<file path="src/rtl/instr_fetch_pkg.sv">
// ---------------------------------------------------------------------------
// instr_fetch_pkg
// Purpose : Shared definitions for the instruction fetch stage and the
//           decoder: default widths, reset PC, fetch FSM encoding and the
//           control opcodes that decode turns into halt/soft-reset commands.
// Ports   : none (package)
// ---------------------------------------------------------------------------
package instr_fetch_pkg;

  localparam int unsigned PC_W_DEF     = 16;
  localparam int unsigned INSTR_W      = 16;
  localparam logic [15:0] RESET_PC_DEF = 16'h0000;

  // Control-class instructions: opcode nibble F, low 12 bits select the command
  localparam logic [3:0]  OPC_CONTROL  = 4'hF;
  localparam logic [11:0] CTRL_HALT    = 12'hFFF;
  localparam logic [11:0] CTRL_RESET   = 12'hAAA;

  typedef enum logic [1:0] {
    ST_ISSUE  = 2'd0,
    ST_WAIT   = 2'd1,
    ST_HOLD   = 2'd2,
    ST_HALTED = 2'd3
  } fetch_state_e;

endpackage

</file>
<file path="src/rtl/instr_fetch_if.sv">
// ---------------------------------------------------------------------------
// instr_fetch_if
// Purpose : Bundles the fetch stage's instruction-memory port, the decode
//           handshake and the control feedback (redirect/halt/soft reset).
// Modports: master - the fetch stage (drives *_po, samples *_pi)
//           slave  - memory/decoder/execute side (the opposite direction)
// ---------------------------------------------------------------------------
interface instr_fetch_if
  import instr_fetch_pkg::*;
#(
  parameter int unsigned PC_WIDTH = PC_W_DEF
) ();

  logic                imem_req_po;
  logic [PC_WIDTH-1:0] imem_addr_po;
  logic                imem_valid_pi;
  logic [INSTR_W-1:0]  imem_rdata_pi;
  logic                instr_valid_po;
  logic [INSTR_W-1:0]  instruction_po;
  logic [PC_WIDTH-1:0] instr_pc_po;
  logic                instr_ready_pi;
  logic                redirect_pi;
  logic [PC_WIDTH-1:0] redirect_target_pi;
  logic                halt_pi;
  logic                soft_rst_pi;
  logic                halted_po;

  modport master (
    output imem_req_po, imem_addr_po, instr_valid_po, instruction_po,
           instr_pc_po, halted_po,
    input  imem_valid_pi, imem_rdata_pi, instr_ready_pi, redirect_pi,
           redirect_target_pi, halt_pi, soft_rst_pi
  );

  modport slave (
    input  imem_req_po, imem_addr_po, instr_valid_po, instruction_po,
           instr_pc_po, halted_po,
    output imem_valid_pi, imem_rdata_pi, instr_ready_pi, redirect_pi,
           redirect_target_pi, halt_pi, soft_rst_pi
  );

endinterface

</file>
<file path="src/rtl/instr_fetch.sv">
// ---------------------------------------------------------------------------
// instr_fetch
// Purpose : Fetch stage. Holds the PC, issues one outstanding read at a time
//           to instruction memory and presents each fetched word to decode
//           with a valid/ready handshake. Handles redirect, halt and soft
//           reset; a read left in flight by those is dropped via a squash
//           flag when its response eventually arrives.
// Ports   : clk_pi   - clock, rising edge
//           rst_n_pi - synchronous active-low reset
//           fe_if    - instr_fetch_if.master (memory, decode, control)
// ---------------------------------------------------------------------------
module instr_fetch
  import instr_fetch_pkg::*;
#(
  parameter int unsigned         PC_WIDTH = PC_W_DEF,
  parameter logic [PC_WIDTH-1:0] RESET_PC = PC_WIDTH'(RESET_PC_DEF)
) (
  input  logic           clk_pi,
  input  logic           rst_n_pi,
  instr_fetch_if.master  fe_if
);

  fetch_state_e        r_state,  w_state_nxt;
  logic [PC_WIDTH-1:0] r_pc,     w_pc_nxt;
  logic                r_squash, w_squash_nxt;
  logic                r_valid,  w_valid_nxt;
  logic [INSTR_W-1:0]  r_instr,  w_instr_nxt;
  logic [PC_WIDTH-1:0] r_ipc,    w_ipc_nxt;
  logic                r_halted, w_halted_nxt;
  logic                w_req;
  logic                w_squash_pend;

  // A request goes out only from ISSUE, with nothing stale in flight and no
  // control command overriding normal flow this cycle.
  assign w_req = rst_n_pi & (r_state == ST_ISSUE) & ~r_squash &
                 ~fe_if.soft_rst_pi & ~fe_if.redirect_pi & ~fe_if.halt_pi;

  // A read is still in flight (fresh in WAIT, or already squashed) and its
  // response has not arrived this cycle: it must be dropped later.
  assign w_squash_pend = ((r_state == ST_WAIT) | r_squash) & ~fe_if.imem_valid_pi;

  assign fe_if.imem_req_po    = w_req;
  assign fe_if.imem_addr_po   = r_pc;
  assign fe_if.instr_valid_po = r_valid;
  assign fe_if.instruction_po = r_instr;
  assign fe_if.instr_pc_po    = r_ipc;
  assign fe_if.halted_po      = r_halted;

  // Next-state / next-output logic, commands in priority order soft reset,
  // redirect, halt, then normal FSM flow.
  always_comb begin
    w_state_nxt  = r_state;
    w_pc_nxt     = r_pc;
    w_squash_nxt = r_squash & ~fe_if.imem_valid_pi;  // any response clears squash
    w_valid_nxt  = r_valid;
    w_instr_nxt  = r_instr;
    w_ipc_nxt    = r_ipc;
    w_halted_nxt = r_halted;

    if (fe_if.soft_rst_pi) begin
      w_state_nxt  = ST_ISSUE;
      w_pc_nxt     = RESET_PC;
      w_squash_nxt = w_squash_pend;
      w_valid_nxt  = 1'b0;
      w_instr_nxt  = '0;
      w_ipc_nxt    = '0;
      w_halted_nxt = 1'b0;
    end else if (fe_if.redirect_pi && (r_state != ST_HALTED)) begin
      // Also covers redirect racing ready in HOLD: the instruction counts as taken.
      w_state_nxt  = ST_ISSUE;
      w_pc_nxt     = fe_if.redirect_target_pi;
      w_squash_nxt = w_squash_pend;
      w_valid_nxt  = 1'b0;
    end else if (fe_if.halt_pi && (r_state != ST_HALTED)) begin
      w_state_nxt  = ST_HALTED;
      w_squash_nxt = w_squash_pend;
      w_valid_nxt  = 1'b0;
      w_halted_nxt = 1'b1;
    end else begin
      case (r_state)
        ST_ISSUE: begin
          if (w_req) begin
            w_state_nxt = ST_WAIT;
          end else begin
            w_state_nxt = ST_ISSUE;
          end
        end
        ST_WAIT: begin
          if (fe_if.imem_valid_pi) begin
            w_instr_nxt = fe_if.imem_rdata_pi;
            w_ipc_nxt   = r_pc;
            w_valid_nxt = 1'b1;
            w_pc_nxt    = r_pc + PC_WIDTH'(1);
            w_state_nxt = ST_HOLD;
          end else begin
            w_state_nxt = ST_WAIT;
          end
        end
        ST_HOLD: begin
          if (fe_if.instr_ready_pi) begin
            w_valid_nxt = 1'b0;
            w_state_nxt = ST_ISSUE;
          end else begin
            w_state_nxt = ST_HOLD;
          end
        end
        ST_HALTED: begin
          w_state_nxt = ST_HALTED;
        end
        default: begin
          w_state_nxt = ST_ISSUE;
        end
      endcase
    end
  end

  // State and output holding registers with synchronous active-low reset.
  always_ff @(posedge clk_pi) begin
    if (!rst_n_pi) begin
      r_state  <= ST_ISSUE;
      r_pc     <= RESET_PC;
      r_squash <= 1'b0;
      r_valid  <= 1'b0;
      r_instr  <= '0;
      r_ipc    <= '0;
      r_halted <= 1'b0;
    end else begin
      r_state  <= w_state_nxt;
      r_pc     <= w_pc_nxt;
      r_squash <= w_squash_nxt;
      r_valid  <= w_valid_nxt;
      r_instr  <= w_instr_nxt;
      r_ipc    <= w_ipc_nxt;
      r_halted <= w_halted_nxt;
    end
  end

endmodule

</file>
<file path="src/flat_wrapper.sv">
// flat-port wrapper written by rule: the top's interface ports become plain ports
module instr_fetch_flat import instr_fetch_pkg::*;
#(
  parameter int unsigned         PC_WIDTH = PC_W_DEF,
  parameter logic [PC_WIDTH-1:0] RESET_PC = PC_WIDTH'(RESET_PC_DEF)
)
  (clk_pi, rst_n_pi, fe_if_imem_req_po, fe_if_imem_addr_po, fe_if_instr_valid_po, fe_if_instruction_po, fe_if_instr_pc_po, fe_if_halted_po, fe_if_imem_valid_pi, fe_if_imem_rdata_pi, fe_if_instr_ready_pi, fe_if_redirect_pi, fe_if_redirect_target_pi, fe_if_halt_pi, fe_if_soft_rst_pi);
  instr_fetch_if #(.PC_WIDTH(PC_WIDTH)) fe_if_i ();
  input  logic clk_pi;
  input  logic rst_n_pi;
  output wire logic [$bits(fe_if_i.imem_req_po)-1:0] fe_if_imem_req_po;
  output wire logic [$bits(fe_if_i.imem_addr_po)-1:0] fe_if_imem_addr_po;
  output wire logic [$bits(fe_if_i.instr_valid_po)-1:0] fe_if_instr_valid_po;
  output wire logic [$bits(fe_if_i.instruction_po)-1:0] fe_if_instruction_po;
  output wire logic [$bits(fe_if_i.instr_pc_po)-1:0] fe_if_instr_pc_po;
  output wire logic [$bits(fe_if_i.halted_po)-1:0] fe_if_halted_po;
  input wire logic [$bits(fe_if_i.imem_valid_pi)-1:0] fe_if_imem_valid_pi;
  input wire logic [$bits(fe_if_i.imem_rdata_pi)-1:0] fe_if_imem_rdata_pi;
  input wire logic [$bits(fe_if_i.instr_ready_pi)-1:0] fe_if_instr_ready_pi;
  input wire logic [$bits(fe_if_i.redirect_pi)-1:0] fe_if_redirect_pi;
  input wire logic [$bits(fe_if_i.redirect_target_pi)-1:0] fe_if_redirect_target_pi;
  input wire logic [$bits(fe_if_i.halt_pi)-1:0] fe_if_halt_pi;
  input wire logic [$bits(fe_if_i.soft_rst_pi)-1:0] fe_if_soft_rst_pi;
  assign fe_if_imem_req_po = fe_if_i.imem_req_po;
  assign fe_if_imem_addr_po = fe_if_i.imem_addr_po;
  assign fe_if_instr_valid_po = fe_if_i.instr_valid_po;
  assign fe_if_instruction_po = fe_if_i.instruction_po;
  assign fe_if_instr_pc_po = fe_if_i.instr_pc_po;
  assign fe_if_halted_po = fe_if_i.halted_po;
  assign fe_if_i.imem_valid_pi = fe_if_imem_valid_pi;
  assign fe_if_i.imem_rdata_pi = fe_if_imem_rdata_pi;
  assign fe_if_i.instr_ready_pi = fe_if_instr_ready_pi;
  assign fe_if_i.redirect_pi = fe_if_redirect_pi;
  assign fe_if_i.redirect_target_pi = fe_if_redirect_target_pi;
  assign fe_if_i.halt_pi = fe_if_halt_pi;
  assign fe_if_i.soft_rst_pi = fe_if_soft_rst_pi;
  instr_fetch #(.PC_WIDTH(PC_WIDTH), .RESET_PC(RESET_PC)) u_core (.clk_pi(clk_pi), .rst_n_pi(rst_n_pi), .fe_if(fe_if_i));
endmodule
</file>
<file path="config.mk">
export PLATFORM = sky130hd
export DESIGN_NAME = instr_fetch_flat
export DESIGN_NICKNAME = d
export VERILOG_FILES = /design/src/rtl/instr_fetch_pkg.sv /design/src/rtl/instr_fetch_if.sv /design/src/rtl/instr_fetch.sv /design/src/flat_wrapper.sv
export SDC_FILE = /design/constraint.sdc
export NUM_CORES = 1
export LEC_CHECK = 0
export BUFFER_PORTS_ARGS = -buffer_cell sky130_fd_sc_hd__buf_4
export CORE_MARGIN = 2
export CORE_UTILIZATION = 28
export DETAILED_ROUTE_END_ITERATION = 8
export GPL_TIMING_DRIVEN = 1
export SYNTH_ARGS = -nofsm -noshare
export SYNTH_HDL_FRONTEND = slang
export SYNTH_SLANG_ARGS = --single-unit
export TNS_END_PERCENT = 30
</file>
<file path="constraint.sdc">
create_clock -name clk_pi -period 1.8 [get_ports clk_pi]
set_input_delay 0.18 -clock clk_pi [delete_from_list [all_inputs] [get_ports clk_pi]]
set_output_delay 0.18 -clock clk_pi [all_outputs]
set_load 0.02 [all_outputs]
</file>
==> results of run 1 <==
==> where the power goes <==
group,switching (uW),internal [uW],total (uW)
sequential,17.0,1190,1210
combinational,122,122,244
clock,406,275,681
==> state kept, by name, summed over array words and instances (netlist names) <==
name                         count
u_core.fe_if.instruction_po     16
u_core.fe_if.instr_valid_po      1
u_core.r_squash                  1
u_core.r_state                   2
u_core.fe_if.imem_addr_po       16
u_core.fe_if.instr_pc_po        16
u_core.fe_if.halted_po           1
==> final cells by class <==
class,count,area (um^2),share of cell area [%]
Clock buffer,6,72.6,2.25
Clock inverter,2,15.0,0.465
Multi-Input combinational cell,211,1100,34.2
Sequential cell,53,1060,32.9
Tap cell,102,128,3.96
Timing Repair Buffer,110,838,26.0
Inverter,2,7.51,0.233
==> layout by cell type, fill, tap and decap left out, types with 2 or more instances in the layout <==
master and instances:
xor2_1 3, and3_1 5, a22oi_1 6, buf_4 109, nand4_1 5, clkbuf_8 5
a31oi_1 8, a21oi_1 36, o211ai_1 5, a211oi_1 4, nand2_1 77, nand3_1 14
and4_1 3, or4_1 5, nor2_1 9, inv_1 2, clkinvlp_4 2, o21ai_0 7
dfxtp_1 53, nor2b_1 3, or3_1 6
==> through the flow <==
stage | std cells | hold WS (ns) | total power [uW] | cell area, um^2
after floorplan | 286 | 0.256 | 1330 | 2260
after CTS | 486 | 0.0624 | 2170 | 3230
after global placement | 478 | 0.403 | 1480 | 3140
after global routing | 486 | 0.0575 | 2250 | 3230
after detailed placement | 478 | 0.408 | 1480 | 3140
final | 486 | 0.0808 | 2130 | 3230
==> worst paths after layout <==
check | startpoint | end | slack, ns | cells after the start
max | u_core.r_state[0]$_SDFF_PP0_ | u_core.fe_if.imem_addr_po[15]$_SDFFE_PP0P_ | 0.16 | 4
min reg2reg | u_core.fe_if.instr_pc_po[4]$_SDFFE_PP0P_ | u_core.fe_if.instr_pc_po[4]$_SDFFE_PP0P_ | 0.46 | 2
max reg2reg | u_core.r_state[0]$_SDFF_PP0_ | u_core.fe_if.imem_addr_po[15]$_SDFFE_PP0P_ | 0.16 | 4
min | fe_if_imem_valid_pi | u_core.r_squash$_SDFF_PN0_ | 0.08 | 2
==> routing by layer <==
metal  track usage [%]  routed length, um  up-vias  share of wire, %
li1                  -                  -     1193                 -
met1              19.8               3020     1046                46
met2              25.5               3180       53                48
met3              3.93                324        6               4.9
met4              3.99                 70        0               1.1
met5                 0                  0        -                 0
==> cells in the mapped netlist, types with 4 or more instances <==
| cell | count | area, um^2 |
|---|---|---|
| o21ai_0 | 7 | 35.0 |
| a31oi_1 | 8 | 50.1 |
| buf_2 | 8 | 40.0 |
| nor2_1 | 9 | 33.8 |
| a21oi_1 | 36 | 180 |
| clkbuf_1 | 10 | 37.5 |
| nand2_1 | 77 | 289 |
| a22oi_1 | 6 | 45.0 |
| o211ai_1 | 5 | 37.5 |
| nand4_1 | 5 | 31.3 |
| or4_1 | 5 | 37.5 |
| a211oi_1 | 4 | 30.0 |
| dfxtp_1 | 53 | 1060 |
| or3_1 | 6 | 37.5 |
| and3_1 | 5 | 31.3 |
| nand3_1 | 14 | 70.1 |
==> cells by family (layout without fill, tap and decap cells) <==
| group | count (synthesis) | count (layout) |
|---|---|---|
| buf+inv | 22 | 120 |
| flops | 53 | 53 |
| mux | 1 | 1 |
| simple gates | 134 | 134 |
| compound gates | 71 | 71 |
| fa+ha+maj | 1 | 1 |
| xor+xnor | 4 | 4 |
==> flow_summary.toml, run 1 <==
[status]
outcome = "complete, no violations"

[worst_setup_path]
path_max_fanout = 10
worstSetupEndpointType = "flip-flop"
path_delay_family = "simple AND/OR/NAND/NOR gates"
worst_ep_required_time_ns = 2.04
worst_ep_arrival_time_ns = 1.88
startpoint_type = "flip-flop"
critPathMaxStageDelay_ns = 0.55
cp_slowest_cell = "or4_1"
critical_path.cell_chain = "nor2b_1 > nand3_1 > or4_1 > a31oi_1"
worst-setup-path-type = "flip-flop to flip-flop"
critical_path.n_buffers_inverters = 0

[finish]
final_net_count = 423
layout-area-overhead-vs-synth_pct = 42.8
layout-drive-gt1-share_pct = 30.7
layout.core_utilization_pct = 41.5
n_fill_cell = 841
antennaDiodeCount = 0

[clock_network]
clock_root_cell = "clkbuf_8"
clkLatencyLatePin_ns = 0.31
cts_hold_buffers = 0
number_of_cts_inserted_buffers = 5
cts_max_level = 2
postCtsSetupBuffers = 0
cells_resized_by_post_cts_repair = 0
cts_tree = "yes"
cts_num_sinks = 53
cts.path.max_buffers = 2
clock_transition_at_path_regs_ns = 0.10

[placement]
buffer_ports.inserted = 89
post-place-ws_ns = 0.177
routabilityCongestion = 0.820
post-dp-hpwl_mm = 4.86

[timing]
grt_setup_unrepaired = "false"
clock.fmax_ghz = 0.611
finalHoldViolCount = 0
timing.slew.headroom_pct = 75.6
setup_viol = 0
maximum_clock_skew_at_final_layout_ns = 0.00802
final-max-slew-violation-count = 0
final.period_utilization_pct = 91.0
tns_ns = 0
tightestPinTransition_ns = 0.365
minimum_period_implied_by_the_final_worst_setup_slack_ns = 1.64
setup_ws_ns = 0.162

[synth]
synth-seq-area-share_pct = 47.0
synth-xor-area-share_pct = 1.55
ys_dominant_reg_cell = "dfxtp_1"
area_share_of_fa_ha_maj_cells_after_synthesis_pct = 0.554
netlist-cell-type-count = 36
area_fraction_in_compound_gates_after_synthesis_pct = 18.4
synth.mux.area_fraction_pct = 0.443
syn_nets = 326
synth_top_family_by_area = "simple AND/OR/NAND/NOR gates"
synthCells = 286
synth-async-reset-ratio_pct = 0
post_synth_instance_area_mm2 = 0.00226
synth-edff-count = 0
synth-seq-cells = 53
synthSimpleGateAreaFrac_pct = 27.8
yosys_warnings = 0
synth_area_per_cell_um2 = 7.90

[route]
remaining_routing_drc_violations = 0
detail_route.first_pass.iterations = 4
drtIter0Drc = 62
routed_wl_mm = 6.60
routed_wire_length_per_instance_um = 13.6
detailroute.via_count = 2298
detail-route-antenna-nets = 0
post_dr_vias_cell = 4.73

[global_route]
grt_pass1_vias = 2182
grt_antenna_before_repair = 0
overflow = 0
grt_start_max_net_pins = 33
grtUsageTotal_pct = 15.4
grt_pass1_wl_mm = 10.8

[power_and_ir_drop]
pwr_density_cell_mw_per_mm2 = 660
max-vdd-ir-drop_mv = 0.249
power_leakage_uw = 0.00127

[worst_hold_path]
min_delay_worst_type = "input pin to flip-flop"

[floorplanning]
initial_core_util_pct = 29.1
core-area_mm2 = 0.00777
die_w_um = 93.8
floorplan.die_area_mm2 = 0.00881
rows = 32
ioPinCount = 90
die_y_um = 93.8

[run]
maxCapViolations = 0
(Power assumes the default switching activity.)
==> run 2: changes to the inputs <==
--- a/config.mk
+++ b/config.mk
@@ -5,6 +5,7 @@
 export SDC_FILE = /design/constraint.sdc
 export NUM_CORES = 1
 export LEC_CHECK = 0
+export ABC_AREA = 1
 export BUFFER_PORTS_ARGS = -buffer_cell sky130_fd_sc_hd__buf_4
 export CORE_MARGIN = 2
 export CORE_UTILIZATION = 28
==> run 2 against run 1 <==
Sequential power hardly changed. Final cell count grew 14%. Combinational power rose by 6%. First-iteration DRC count increased by 79%. Wire length up 12%. Synthesized cell count increased by 24%. Register-to-register slack better by 0.04 ns. Hold slack worse by 0.015 ns. Largest cell class unchanged. Largest power group unchanged.
==> flow_summary.toml, run 2 <==
[status]
outcome = "complete, no violations"

[power_and_ir_drop]
pwr_density_cell_mw_per_mm2 = 649
max-vdd-ir-drop_mv = 0.336
design_power_total_uw = 2210
power_leakage_uw = 0.00156

[clock_network]
cts_num_sinks = 53
postCtsSetupBuffers = 0
cts.path.max_buffers = 2
cts_hold_buffers = 0
cells_resized_by_post_cts_repair = 0
cts_tree = "yes"
clkLatencyLatePin_ns = 0.31
clock_root_cell = "clkbuf_8"
number_of_cts_inserted_buffers = 5
cts_max_level = 2
clock_transition_at_path_regs_ns = 0.10

[synth]
post-synth-top-count-cell = "nor2_1"
synth-edff-count = 0
synth_top_cells_by_count = "nor2_1 (69), nand2_1 (55), dfxtp_1 (53)"
synth.top_cells.by_area = "dfxtp_1 (41%), nor2_1 (10%), nand2_1 (8.1%)"
area_fraction_in_compound_gates_after_synthesis_pct = 17.9
synth_area_per_cell_um2 = 7.21
synth.mux.area_fraction_pct = 0
post_synth_instance_area_mm2 = 0.00256
synth-xor-area-share_pct = 0
netlist-cell-type-count = 28
netlist.area_leader.share_pct = 41.4
synth-seq-cells = 53
synth-async-reset-ratio_pct = 0
yosys_warnings = 0
area_share_of_fa_ha_maj_cells_after_synthesis_pct = 0.489
synth_largest_area_cell = "dfxtp_1"
synth_top_family_by_area = "simple AND/OR/NAND/NOR gates"
ys_dominant_reg_cell = "dfxtp_1"
syn_nets = 395
synthCells = 355
synthSimpleGateAreaFrac_pct = 30.0
synth-seq-area-share_pct = 41.4

[floorplanning]
rows = 34
floorplan.die_area_mm2 = 0.00993
ioPinCount = 90
die_w_um = 99.6
initial_core_util_pct = 29.1
core-area_mm2 = 0.00881
die_y_um = 99.6

[placement]
routabilityCongestion = 0.799
post-place-ws_ns = 0.234
buffer_ports.inserted = 89
post-dp-hpwl_mm = 5.60

[finish]
antennaDiodeCount = 0
commonest_non_fill_non_tap_cell_in_the_layout = "buf_4"
final_net_count = 483
layout_common_cells = "buf_4 (96), nor2_1 (68), nand2_1 (55), dfxtp_1 (53), inv_1 (35)"
layout-drive-gt1-share_pct = 29.1
layout-area-overhead-vs-synth_pct = 33.1

[timing]
clock.fmax_ghz = 0.626
setup_viol = 0
finalHoldViolCount = 0
tns_ns = 0
grt_setup_unrepaired = "false"
tightestPinTransition_ns = 0.416
final.period_utilization_pct = 88.7
final-max-slew-violation-count = 0
setup_ws_ns = 0.203
timing.slew.headroom_pct = 72.3
minimum_period_implied_by_the_final_worst_setup_slack_ns = 1.60
maximum_clock_skew_at_final_layout_ns = 0.0121

[route]
post_dr_vias_cell = 4.60
routed_wire_length_per_instance_um = 13.3
met3_length_um = 249
drtIter0Drc = 111
wl_met2_mm = 3.51
remaining_routing_drc_violations = 0
top_signal_layer_used = "met4"
route.layer.met1.wl_mm = 3.52
detail-route-antenna-nets = 0
detail_route.first_pass.iterations = 4
routed_wl_mm = 7.35
detailroute.via_count = 2540

[worst_setup_path]
cp_slowest_cell = "dfxtp_1"
path_max_fanout = 27
path_delay_family = "simple AND/OR/NAND/NOR gates"
critical_path.cell_chain = "nand2_4 > nand2_8 > nand2_4 > nor2_4 > buf_4 > o21ai_0 > a21oi_1"
worstSetupEndpointType = "flip-flop"
critPathMaxStageDelay_ns = 0.46
worstSetupStartpoint = "u_core.r_state[1]$_SDFF_PP0_"
worst-setup-path-type = "flip-flop to flip-flop"
worst_ep_required_time_ns = 2.04
critical_r2r_launch = "u_core.r_state[1]$_SDFF_PP0_"
worst_ep_arrival_time_ns = 1.83
critical_path.n_buffers_inverters = 1
worst_path_most_repeated_cell = "nand2_4"
startpoint_type = "flip-flop"

[worst_hold_path]
min_from = "fe_if_imem_valid_pi"
min_delay_worst_type = "input pin to flip-flop"

[global_route]
grt_pass1_wl_mm = 12.2
grt_antenna_before_repair = 0
grt_start_max_net_pins = 28
grtUsageTotal_pct = 15.2
grt_pass1_vias = 2504
overflow = 0

[run]
maxCapViolations = 0
run 2: changes by cell type in the layout (fill, tap and decap cells not counted), sizes merged, moves of 6 or more:
cell   change
nor2      +66
nand2     -16
o21ai     +35
buf       -14
or3        -6
a21oi     -12
nand3     +10
a22oi      -6
inv       +36
run 2: kinds of logic after synthesis:
group / count (synthesis)
and+or+nand+nor: 168
AOI/OAI and AO/OA: 80
buffers and inverters: 53
DFF: 53
adders and majority gates: 1
run 2: final timing paths:
check | endpoint | slack [ns] | cells after the start
max | u_core.fe_if.instr_pc_po[6]$_SDFFE_PP0P_ | 0.20 | 7
min | u_core.r_squash$_SDFF_PN0_ | 0.07 | 2
min reg2reg | u_core.fe_if.halted_po$_SDFFE_PP0P_ | 0.48 | 1
max reg2reg | u_core.fe_if.instr_pc_po[6]$_SDFFE_PP0P_ | 0.20 | 7
run 2: area by class of cell:
type | instances | area [um^2]
well taps | 108 | 135
fillers | 940 | 5400
inverters | 38 | 148
clock buffers | 7 | 96.3
multi-input cells | 249 | 1240
repair buffers | 96 | 721
flip-flops and latches | 53 | 1060
clock inverters | 1 | 5.00
run 2: metrics by stage:
stage	hold slack, ns	cells	util (%)	cell area, um^2
after floorplan	0.258	355	-	2560
after global placement	0.378	544	37.6	3310
after detailed placement	0.388	544	37.6	3310
after CTS	0.0588	552	38.7	3410
after global routing	0.0516	552	38.7	3410
final	0.0659	552	38.7	3410
run 2: layer usage:
| metal | track usage, % | vias up |
|---|---|---|
| li1 | - | 1335 |
| met1 | 20.4 | 1145 |
| met2 | 25.4 | 54 |
| met3 | 2.74 | 6 |
| met4 | 3.90 | 0 |
| met5 | 0 | - |
run 2: worst register-to-register path, cell delays in order (launching register included):
cell and delay (ns):
dfxtp_1 0.46, nand2_4 0.12, nand2_8 0.20, nand2_4 0.09, nor2_4 0.13, buf_4 0.30, o21ai_0 0.13, a21oi_1 0.11
run 2: report_power, final:
part | switching (uW) | leakage [uW] | internal (uW)
combinational | 140 | 0.00108 | 118
sequential | 22.1 | 0.000429 | 1190
clock | 395 | 0.0000542 | 349
==> run 3: changes to the inputs <==
--- a/config.mk
+++ b/config.mk
@@ -11,6 +11,7 @@
 export CORE_UTILIZATION = 28
 export DETAILED_ROUTE_END_ITERATION = 8
 export GPL_TIMING_DRIVEN = 1
+export RECOVER_POWER = 100
 export SYNTH_ARGS = -nofsm -noshare
 export SYNTH_HDL_FRONTEND = slang
 export SYNTH_SLANG_ARGS = --single-unit
==> run 3 against run 2 <==
Combinational power decreased by 6%. Sequential share of layout area up 2.1 points. Flip-flop and latch count stayed put. Count of clock-buffer cells in the layout unchanged. Clock skew decreased by 0.0024 ns. Final cell count did not move. Die area unchanged.
==> flow_summary.toml, run 3 (synthesis gave the netlist of run 2 again) <==
[finish]
layout_common_cells = "nor2_1 (72), nand2_1 (55), dfxtp_1 (53), clkbuf_1 (51), buf_4 (43)"
layout-area-overhead-vs-synth_pct = 24.9
commonest_non_fill_non_tap_cell_in_the_layout = "nor2_1"
layout-drive-gt1-share_pct = 16.7
layout.core_utilization_pct = 36.3
antennaDiodeCount = 0
final_net_count = 483

[worst_setup_path]
path_max_fanout = 27
startpoint_type = "flip-flop"
worst_ep_required_time_ns = 2.04
worstSetupEndpointType = "flip-flop"
worst-setup-path-type = "flip-flop to flip-flop"
worst_ep_arrival_time_ns = 1.85

[clock_network]
clock_transition_at_path_regs_ns = 0.10
cts_hold_buffers = 0
cells_resized_by_post_cts_repair = 0
number_of_cts_inserted_buffers = 5
clkLatencyLatePin_ns = 0.30
cts_tree = "yes"
postCtsSetupBuffers = 0
clock_root_cell = "clkbuf_8"
cts_max_level = 2
cts_num_sinks = 53
cts.path.max_buffers = 2

[global_route]
grt_start_max_net_pins = 28
grt_pass1_wl_mm = 12.2
grt_pass1_vias = 2504
grt_antenna_before_repair = 0
grtUsageTotal_pct = 15.2
overflow = 0

[floorplanning]
rows = 34
initial_core_util_pct = 29.1
die_w_um = 99.6
core-area_mm2 = 0.00881
ioPinCount = 90
die_y_um = 99.6
floorplan.die_area_mm2 = 0.00993

[route]
detail-route-antenna-nets = 0
remaining_routing_drc_violations = 0
routed_wire_length_per_instance_um = 13.3
detail_route.first_pass.iterations = 4
post_dr_vias_cell = 4.59
drtIter0Drc = 103
routed_wl_mm = 7.36
detailroute.via_count = 2532

[power_and_ir_drop]
power.combinational.fraction_pct = 11.0
pwr-share-clk_pct = 33.7
p_sw_share_pct = 25.0
power_leakage_uw = 0.00135
p_switching_uw = 548
part_of_the_power_in_registers_pct = 55.2
pwr_density_cell_mw_per_mm2 = 685
cell_internal_pwr_uw = 1640
design_power_total_uw = 2190
max-vdd-ir-drop_mv = 0.334

[run]
maxCapViolations = 0

[timing]
tightestPinTransition_ns = 0.414
clock.fmax_ghz = 0.621
tns_ns = 0
setup_viol = 0
maximum_clock_skew_at_final_layout_ns = 0.00976
minimum_period_implied_by_the_final_worst_setup_slack_ns = 1.61
grt_setup_unrepaired = "false"
final-max-slew-violation-count = 0
timing.slew.headroom_pct = 72.4
finalHoldViolCount = 0
final.period_utilization_pct = 89.5

[worst_hold_path]
min_delay_worst_type = "input pin to flip-flop"

[status]
outcome = "complete, no violations"

[placement]
post-dp-hpwl_mm = 5.60
routabilityCongestion = 0.799
buffer_ports.inserted = 89
[run 3: cell types whose count changed in the layout (fill, tap and decap cells not counted), moves of 3 or more]
| cell | change |
|---|---|
| clkbuf_1 | +51 |
| nor2_2 | -3 |
| o21ai_1 | -9 |
| nor2_1 | +4 |
| o21ai_0 | +9 |
| buf_4 | -53 |
[run 3: final timing paths]
kind                                             from                                   endpoint  slack, ns  depth (start not counted)
setup / recovery         u_core.r_state[1]$_SDFF_PP0_  u_core.fe_if.instr_pc_po[14]$_SDFFE_PP0P_       0.19                          7
hold / removal                    fe_if_imem_valid_pi                 u_core.r_squash$_SDFF_PN0_       0.06                          2
setup reg to reg         u_core.r_state[1]$_SDFF_PP0_  u_core.fe_if.instr_pc_po[14]$_SDFFE_PP0P_       0.19                          7
hold reg to reg   u_core.fe_if.halted_po$_SDFFE_PP0P_        u_core.fe_if.halted_po$_SDFFE_PP0P_       0.48                          1
[run 3: metrics by stage]
step | cells | hold WS, ns | worst slack (ns) | area (um^2)
2_1_floorplan | 355 | 0.258 | 0.355 | 2560
3_3_place_gp | 544 | 0.378 | 0.308 | 3310
3_5_place_dp | 544 | 0.388 | 0.234 | 3310
4_1_cts | 552 | 0.0588 | 0.199 | 3410
5_1_grt | 552 | 0.0516 | 0.0400 | 3200
6_report | 552 | 0.0622 | 0.189 | 3200
[run 3: cell type report]
type / instances / area (um^2)
clock buffers: 7 / 96.3
clock inverters: 1 / 5.00
fillers: 990 / 5610
inverters: 38 / 145
multi-input cells: 249 / 1230
flip-flops and latches: 53 / 1060
well taps: 108 / 135
repair buffers: 96 / 527
[run 3: power groups by stage]
stage               Combinational, uW  Sequential, uW  Clock, uW
CTS                               261            1210        766
detailed placement                260            1240          0
global placement                  258            1240          0
global route                      270            1210        813
floorplan                         122            1250          0
finish                            242            1210        738
[run 3: worst max-delay path, stage by stage (launching register included)]
cell and delay (ns):
dfxtp_1 0.44, nand2_4 0.12, nand2_8 0.19, nand2_4 0.08, nor2_4 0.12, clkbuf_4 0.32
o21ai_0 0.15, a21oi_2 0.11
[run 3: routing by layer]
layer	global-route usage (%)	vias to the layer above	wire length, um
li1	-	1335	-
met1	20.4	1137	3530
met2	25.4	54	3480
met3	2.74	6	267
met4	3.90	0	78
met5	0	-	0
